[src/rtl/wb_scoreboard.sv]
// wb_scoreboard: owns the register-file write port and tracks registers with results outstanding.
module wb_scoreboard #(
  parameter int ADDR_WIDTH = 5,
  parameter int DATA_WIDTH = 32
) (
  input  logic                     clock,
  input  logic                     reset,
  input  logic                     iss_valid,
  output logic                     iss_ready,
  input  logic [ADDR_WIDTH-1:0]    iss_rd,
  input  logic [ADDR_WIDTH-1:0]    iss_rs1,
  input  logic [ADDR_WIDTH-1:0]    iss_rs2,
  input  logic                     exu_valid,
  output logic                     exu_ready,
  input  logic [ADDR_WIDTH-1:0]    exu_rd,
  input  logic [DATA_WIDTH-1:0]    exu_data,
  input  logic                     lsu_valid,
  output logic                     lsu_ready,
  input  logic [ADDR_WIDTH-1:0]    lsu_rd,
  input  logic [DATA_WIDTH-1:0]    lsu_data,
  output logic                     rf_wen,
  output logic [ADDR_WIDTH-1:0]    rf_waddr,
  output logic [DATA_WIDTH-1:0]    rf_wdata,
  output logic [2**ADDR_WIDTH-1:0] busy,
  output logic                     err
);
  localparam int NREG = 2**ADDR_WIDTH;
  logic [NREG-1:0]       busy_q, busy_d;
  logic                  rr_q, rr_d;
  logic                  wen_q, wen_d;
  logic [ADDR_WIDTH-1:0] waddr_q, waddr_d;
  logic [DATA_WIDTH-1:0] wdata_q, wdata_d;
  logic                  err_q, err_d;
  logic                  haz, iss_fire, exu_g, lsu_g, any_g;
  logic [ADDR_WIDTH-1:0] g_rd;
  logic [DATA_WIDTH-1:0] g_data;
  // rr_q=1 means LSU wins the next contended cycle; readies derive only from valids and state
  always_comb begin
    haz = (iss_rs1 != '0 && busy_q[iss_rs1]) || (iss_rs2 != '0 && busy_q[iss_rs2]) ||
          (iss_rd != '0 && busy_q[iss_rd]);
    iss_ready = reset && !haz;
    iss_fire = iss_valid && iss_ready;
    exu_g = reset && exu_valid && (!lsu_valid || !rr_q);
    lsu_g = reset && lsu_valid && (!exu_valid || rr_q);
    any_g = exu_g || lsu_g;
    g_rd = lsu_g ? lsu_rd : exu_rd;
    g_data = lsu_g ? lsu_data : exu_data;
    rr_d = (exu_valid && lsu_valid) ? !rr_q : rr_q;
    wen_d = any_g && g_rd != '0;
    waddr_d = any_g ? g_rd : waddr_q;
    wdata_d = any_g ? g_data : wdata_q;
    err_d = err_q || (wen_d && !busy_q[g_rd]);
    busy_d = busy_q;
    if (wen_q) busy_d[waddr_q] = 1'b0;
    if (iss_fire) busy_d[iss_rd] = 1'b1;
    busy_d[0] = 1'b0;
  end
  always_ff @(posedge clock) begin
    if (!reset) begin
      busy_q  <= '0;
      rr_q    <= 1'b0;
      wen_q   <= 1'b0;
      waddr_q <= '0;
      wdata_q <= '0;
      err_q   <= 1'b0;
    end else begin
      busy_q  <= busy_d;
      rr_q    <= rr_d;
      wen_q   <= wen_d;
      waddr_q <= waddr_d;
      wdata_q <= wdata_d;
      err_q   <= err_d;
    end
  end
  assign exu_ready = exu_g;
  assign lsu_ready = lsu_g;
  assign rf_wen    = wen_q;
  assign rf_waddr  = waddr_q;
  assign rf_wdata  = wdata_q;
  assign busy      = busy_q;
  assign err       = err_q;
endmodule

[config.mk]
export PLATFORM = sky130hd
export DESIGN_NAME = wb_scoreboard
export DESIGN_NICKNAME = d
export VERILOG_FILES = /design/src/rtl/wb_scoreboard.sv
export SDC_FILE = /design/constraint.sdc
export NUM_CORES = 1
export LEC_CHECK = 0
export CAP_MARGIN = 0
export CELL_PAD_IN_SITES_DETAIL_PLACEMENT = 2
export CELL_PAD_IN_SITES_GLOBAL_PLACEMENT = 2
export CORE_MARGIN = 5
export CORE_UTILIZATION = 25
export DETAILED_ROUTE_END_ITERATION = 12
export PLACE_DENSITY_LB_ADDON = 0.15
export SETUP_SLACK_MARGIN = 0.1
export SYNTH_ARGS = -nofsm -noshare
export SYNTH_HDL_FRONTEND = slang
export SYNTH_SLANG_ARGS = --single-unit
[constraint.sdc]
create_clock -name clock -period 6.5 [get_ports clock]
set_input_delay 1.3 -clock clock [delete_from_list [all_inputs] [get_ports clock]]
set_output_delay 1.3 -clock clock [all_outputs]
set_load 0.05 [all_outputs]
## Word-level counts from Yosys, hierarchy flattened

Cells that the tools add are included.

| word-level totals | value |
|---|---|
| logic and storage cells | 62 |
| output and inout bits | 74 |
| register bits | 72 |
| input bits | 94 |

| operators by class | value |
|---|---|
| reduce and logical (&&, ||, !) cells | 29 |
| magnitude comparators | 7 |
| mux-type cells | 16 |
| bitwise operators | 3 |

Operators by type and width:

| cell | number |
|---|---|
| 32-bit two-way mux | 3 |
| 32-bit bitwise AND | 1 |
| 32-bit NOT | 1 |
| 32-bit bitwise OR | 1 |
| 5-bit by 6-bit < comparator with 1-bit output (second input constant) | 5 |
| 1-bit binary-select mux with 5-bit select | 4 |
| 5-bit nonzero test | 4 |
| 1-bit logical AND | 14 |
| 1-bit demux with 5-bit select | 2 |
| 5-bit by 1-bit >= comparator with 1-bit output (second input constant) | 2 |
| 1-bit logical OR | 6 |
| 1-bit two-way mux | 6 |
| 1-bit logical NOT | 5 |
| 5-bit two-way mux | 1 |

## Longest topological paths before layout

Gate-level depths: netlist (run 1).

| logic depth | value |
|---|---|
| depth after elaboration | 9 |
| gate-level depth with buffers | 10 |

## Worst setup path before layout (run 1)

No wires, ideal clock.

| timing path | value |
|---|---|
| path kind | input-to-output |
| start point | input port iss_rs2[0] |
| end point | output port iss_ready |
| stages on the path | 9 |
| path buffers | 3 |
| path slack | 1.451 ns |
| data arrival time | 3.749 ns |
| path through | buf_6 > mux4_1 > mux2_2 > a311oi_1 > o21ai_1 > or3_1 > buf_6 > buf_6 > nor2_1 |

| between the ends | value |
|---|---|
| longest elaborated chain between the ends | 7 |

Ends and longest elaborated chain:

| item | RTL line | RTL |
|---|---|---|
| from (decl) | 12 | `input logic [ADDR_WIDTH-1:0] iss_rs2,` |
| 1-bit binary-select mux with 5-bit select | 39 | `haz = (iss_rs1 != '0 && busy_q[iss_rs1]) \|\| (iss_rs2 != '0 && busy_q[iss_rs2]) \|\|` |
| 1-bit two-way mux (implied by the code) | 39 |  |
| 1-bit logical AND * | 39 |  |
| 1-bit logical OR * (2 in a row) | 39 |  |
| 1-bit logical NOT * | 41 | `iss_ready = reset && !haz;` |
| 1-bit logical AND * | 41 |  |
| to (decl) | 9 | `output logic iss_ready,` |

Mark *: on every way between the ends. The rest lies on a longest branch, timed or not. The select of a mux whose other input is x is not followed.

## Worst setup path in the final report (run 1)

Ends and elaborated chain as after synthesis.

==> flow_summary.yaml, run 1 <==
clock_tree:
  clkLatencyLatePin_ps: 340
  numCtsBuffers: 9
  postCtsHoldBufs: 0
  cts.sinks: 71
  cts_root_buf: "clkbuf_16"
  postCtsSetupBuffers: 0
  path_clk_slew_ps: 60
  cts_resized: 0
  htree_levels: 3
  cts_tree: "yes"
  cts_max_path_buffers: 2
logic_synthesis:
  yosysSeqAreaShare_pct: 31.5
  synth_area_sq_um: 4510
  yosysWarnings: 0
  synth_ff_type: "dfxtp_1"
  syn_nets: 585
  postSynthAreaPerCell_sq_um: 9.18
  netlist_instances: 491
  synth_seq_cells: 71
  synth-edff-count: 0
  async_reset_ff_share_pct: 0
  synth_cell_type_count: 60
drt:
  highest_layer: "met4"
  drc: 0
  routed_wl_mm: 20.8
  drt_pass1_iterations: 5
  met1_length_mm: 8.63
  route.met2.wl_mm: 9.95
  postRouteAntennaNets: 0
  drt_iter0_markers: 317
  met3RoutedLength_mm: 2.02
  wl_per_cell_um: 24.2
  via_per_inst: 5.66
  vias: 4859
critical_path:
  max_stage_delay_ps: 750
  critPathArrivalTime_ps: 4110
  crit_chain: "clkdlybuf4s50_1, mux4_1, mux2_2, a311oi_1, o21ai_1, or3_1, nor2_1, buf_4"
  crit_family: "buffers and inverters"
  start_kind: "input port"
  critPathBufInv: 2
  critPathSlowestCell: "clkdlybuf4s50_1"
  end_kind: "primary output"
  worstSetupPathType: "input port to primary output"
  critical_path_peak_fanout: 9
  ff2ff_setup_slack_ps: 3590
  cp.required_ps: 5200
status:
  outcome: "finished, final reports clean"
global_routing:
  antenna_found_initial: 0
  grt_max_degree: 70
  grt_usage_pct: 19.7
  overflow: 0
  grt_pass1_wl_mm: 31.6
  grt_pass1_vias: 5203
pwr:
  leakagePower_nw: 2.29
  powerDensity_nw_per_um2: 200
  irDropWorstVdd_mv: 0.125
layout:
  drive_above_1_share_pct: 8.41
  layout_commonest_cell: "clkdlybuf4s50_1"
  areaGrowthSynthToFinish_pct: 43.7
  layout_common_cells: "clkdlybuf4s50_1 (164), nor2_1 (76), dfxtp_1 (71)"
  nNetsFinal: 719
  num_antenna_cells: 0
  post-route-util_pct: 36.3
sta:
  rsz0062_at_grt: "no"
  tightest_slew_ps: 759
  max-slew-margin-rel_pct: 49.4
  skew_ps: 9.34
  fmax_mhz: 185
  finalHoldViolCount: 0
  tns_ps: 0
  drv_slew: 0
  post-route-min-period_ps: 5410
  setup_violations: 0
  timing.final.crit_share_pct: 83.2
  layout_setup_ws_ps: 1090
placement:
  hpwlAfterDp_mm: 15.0
  place.gp.congestion: 0.853
  portBuffers: 166
  dp_slack_ps: 1080
floorplanning:
  die_area_sq_um: 20800
  die_w_um: 144
  initial_core_util_pct: 25.3
  ioPinCount: 168
  rows: 49
  core_area_sq_um: 17800
  die_y_um: 144
worst_hold_path:
  hold_path.class: "register to register"
job:
  maxCapViolCount: 0
-- worst reg2reg max path, cell delays in order (launching register included) --
cell	delay [ps]
dfxtp_1	440
mux4_1	540
mux2_2	280
a311oi_1	310
o21ai_1	100
or3_1	400
buf_4	290
o41ai_1	430
-- state kept, by name (all words and copies together) (netlist names) --
register	count
err	1
rr_q	1
rf_wen	1
busy	31
rf_wdata	32
rf_waddr	5
-- area by class of cell --
class | count | area [sq um]
Fill cell | 1913 | 11400
Multi-Input combinational cell | 359 | 2740
Timing Repair Buffer | 172 | 1700
Sequential cell | 71 | 1420
Tap cell | 229 | 287
Clock buffer | 10 | 239
Inverter | 12 | 45.0
Clock inverter | 6 | 43.8
-- power by group --
part,switching (W),internal [W],leakage [nW]
sequential,0.0000198,0.000457,0.582
clock,0.000212,0.000271,0.139
combinational,0.000202,0.000132,1.57
-- logic make-up after synthesis --
kind of cell / Yosys count / share of synthesized area [%]
muxes: 33 / 13.9
xor gates and xnor gates: 1 / 0.194
buffers and inverters: 61 / 7.94
other: 1 / 0.0832
and+or+nand+nor: 163 / 17.4
AOI/OAI and AO/OA: 161 / 28.9
DFF: 71 / 31.5
-- synth_stat cells, types with 3 or more instances --
master / number / share of area [%]
nand3b_2: 3 / 0.75
o41ai_1: 27 / 5.2
buf_6: 8 / 2.0
o22ai_1: 3 / 0.42
nor3_1: 5 / 0.56
clkbuf_1: 29 / 2.4
or4_1: 3 / 0.50
nand4_1: 3 / 0.42
or3b_2: 3 / 0.58
clkbuf_8: 6 / 1.8
mux2_2: 3 / 0.75
or3_1: 3 / 0.42
o2111ai_1: 3 / 0.58
inv_1: 11 / 0.92
nand3_1: 19 / 2.1
dfxtp_1: 71 / 32
a41oi_1: 3 / 0.58
and2_1: 6 / 0.83
o211a_1: 5 / 1.1
nor2b_1: 7 / 0.97
o31ai_1: 4 / 0.67
nand3b_1: 3 / 0.50
mux4_2: 13 / 6.5
a21oi_1: 8 / 0.89
o221ai_1: 33 / 6.4
buf_1: 3 / 0.25
o21ai_0: 11 / 1.2
o21ai_1: 3 / 0.33
nand2_1: 21 / 1.7
nor2_1: 76 / 6.3
a2111oi_0: 4 / 0.78
o41ai_2: 4 / 1.4
a31oi_1: 4 / 0.56
mux4_1: 8 / 4.7
and3_1: 4 / 0.56
mux2i_1: 8 / 1.8
o211ai_1: 30 / 5.0
a211oi_1: 4 / 0.67
-- per-stage QoR --
step	instances	power, W	cell area, sq um	hold slack, ps
5_1_grt	859	0.00136	6470	579
4_1_cts	859	0.00131	6470	538
6_report	859	0.00129	6470	530
3_5_place_dp	843	0.000820	6190	520
3_3_place_gp	843	0.000813	6190	518
2_1_floorplan	491	0.000682	4510	575
-- per-layer routing --
metal	vias to the layer above	GRT usage, %
met4	0	4.12
met1	2421	24.9
met3	14	7.18
met5	-	0
li1	2220	-
met2	204	32.6
-- worst paths after layout --
kind	start	to	cells past startpoint
max	iss_rs2[0]	iss_ready	8
min	err	err	2
max reg2reg	busy[28]	busy[4]	7
min reg2reg	err	err	2
Note: power is estimated with default switching activity, not from simulation.
==> run 2: changes to the inputs <==
CORE_UTILIZATION = 23   (was 25)
clock period = 4.8 ns   (was 6.5 ns; I/O delays follow)
==> flow_summary.yaml, run 2 (synthesis gave the netlist of run 1 again) <==
floorplanning:
  initial_core_util_pct: 23.2
  rows: 51
  core_area_sq_um: 19400
  die_area_sq_um: 22500
  ioPinCount: 168
  die_w_um: 150
  die_y_um: 150
status:
  outcome: "finished, final reports clean"
drt:
  postRouteAntennaNets: 0
  via_per_inst: 5.41
  routed_wl_mm: 21.5
  drt_iter0_markers: 321
  drt_pass1_iterations: 4
  wl_per_cell_um: 23.9
  drc: 0
  vias: 4866
sta:
  finalHoldViolCount: 0
  drv_slew: 0
  rsz0062_at_grt: "no"
  fmax_mhz: 218
  whs_ps: 527
  timing.final.crit_share_pct: 95.8
  post-route-min-period_ps: 4600
  tns_ps: 0
  setup_violations: 0
  max-slew-margin-rel_pct: 42.7
  tightest_slew_ps: 860
  skew_ps: 15.5
global_routing:
  grt.met1_usage_pct: 23.7
  overflow: 0
  grt_pass1_vias: 5286
  grt_pass1_wl_mm: 32.9
  grt_max_degree: 79
  antenna_found_initial: 0
  grt_busiest_layer: "met2"
  grt_usage_pct: 19.1
  grt_util_met2_pct: 30.0
  grt_use_met3_pct: 8.06
layout:
  drive_above_1_share_pct: 9.46
  nNetsFinal: 723
  layout_common_cells: "clkdlybuf4s50_1 (162), nor2_1 (75), dfxtp_1 (71)"
  fillers: 2205
  layout_commonest_cell: "clkdlybuf4s50_1"
  post-route-util_pct: 33.9
  areaGrowthSynthToFinish_pct: 46.1
  largest_register_ffs: 32
  fin_area_sq_um: 6580
clock_tree:
  postCtsSetupBuffers: 0
  htree_levels: 3
  cts_tree: "yes"
  clkLatencyLatePin_ps: 350
  cts.sinks: 71
  path_clk_slew_ps: 60
  numCtsBuffers: 9
  cts_root_buf: "clkbuf_16"
  cts_max_path_buffers: 2
placement:
  portBuffers: 166
  placed_area_sq_um: 6270
  hpwlAfterDp_mm: 15.5
  place.gp.congestion: 0.810
critical_path:
  worstSetupPathType: "input port to primary output"
  critical_path_peak_fanout: 6
  end_kind: "primary output"
  cp.required_ps: 3840
  critPathArrivalTime_ps: 3640
  start_kind: "input port"
pwr:
  irDropWorstVdd_mv: 0.152
  leakagePower_nw: 2.32
  powerDensity_nw_per_um2: 273
job:
  maxCapViolCount: 0
worst_hold_path:
  hold_path.class: "register to register"
==> run 2: per-stage QoR <==
stage	power (W)	std cells	setup WS, ps
after floorplan	0.000924	491	431
after global placement	0.00111	883	138
after detailed placement	0.00112	883	147
after CTS	0.00183	899	118
after global routing	0.00189	899	121
final	0.00180	900	203
==> run 2: what timing repair did <==
| item | in CTS | in global routing |
|---|---|---|
| gates resized for setup | 0 | 1 |
| hold buffers | 0 | 0 |
| setup endpoints to repair | 0 | 1 |
==> run 2: layer usage <==
metal  routed length, um  vias up
li1                    -     2233
met1                9050     2425
met2                9950      182
met3                2060       26
met4                 452        0
met5                   0        -
==> run 2: critical path: stages <==
cell and delay (ps):
clkdlybuf4s50_1 600, buf_4 200, mux4_1 550, mux2i_1 140, nor3b_1 70, a311oi_1 200
o21ai_1 100, or3_1 360, nor2_2 270, buf_12 180
==> run 2: final timing paths <==
kind                    from        end  slack [ps]  cells after the start
setup reg to reg    busy[28]   busy[22]        1960                      7
setup / recovery  iss_rs2[0]  iss_ready         200                     10
hold / removal           err        err         530                      2
hold reg to reg          err        err         530                      2
==> run 2: layout make-up <==
type	count	area, sq um	share of cell area [%]
clock buffers	9	225	3.42
clock inverters	7	80.1	1.22
well taps	265	332	5.04
multi-input cells	359	2740	41.6
repair buffers	176	1740	26.4
diodes	1	2.50	0.0380
flip-flops and latches	71	1420	21.6
inverters	12	45.0	0.684
==> run 2: report_power, final <==
group | switching, W | internal (W) | total [W]
clock network | 0.000288 | 0.000408 | 0.000696
logic | 0.000275 | 0.000182 | 0.000457
registers | 0.0000273 | 0.000618 | 0.000646
total | 0.000590 | 0.00121 | 0.00180
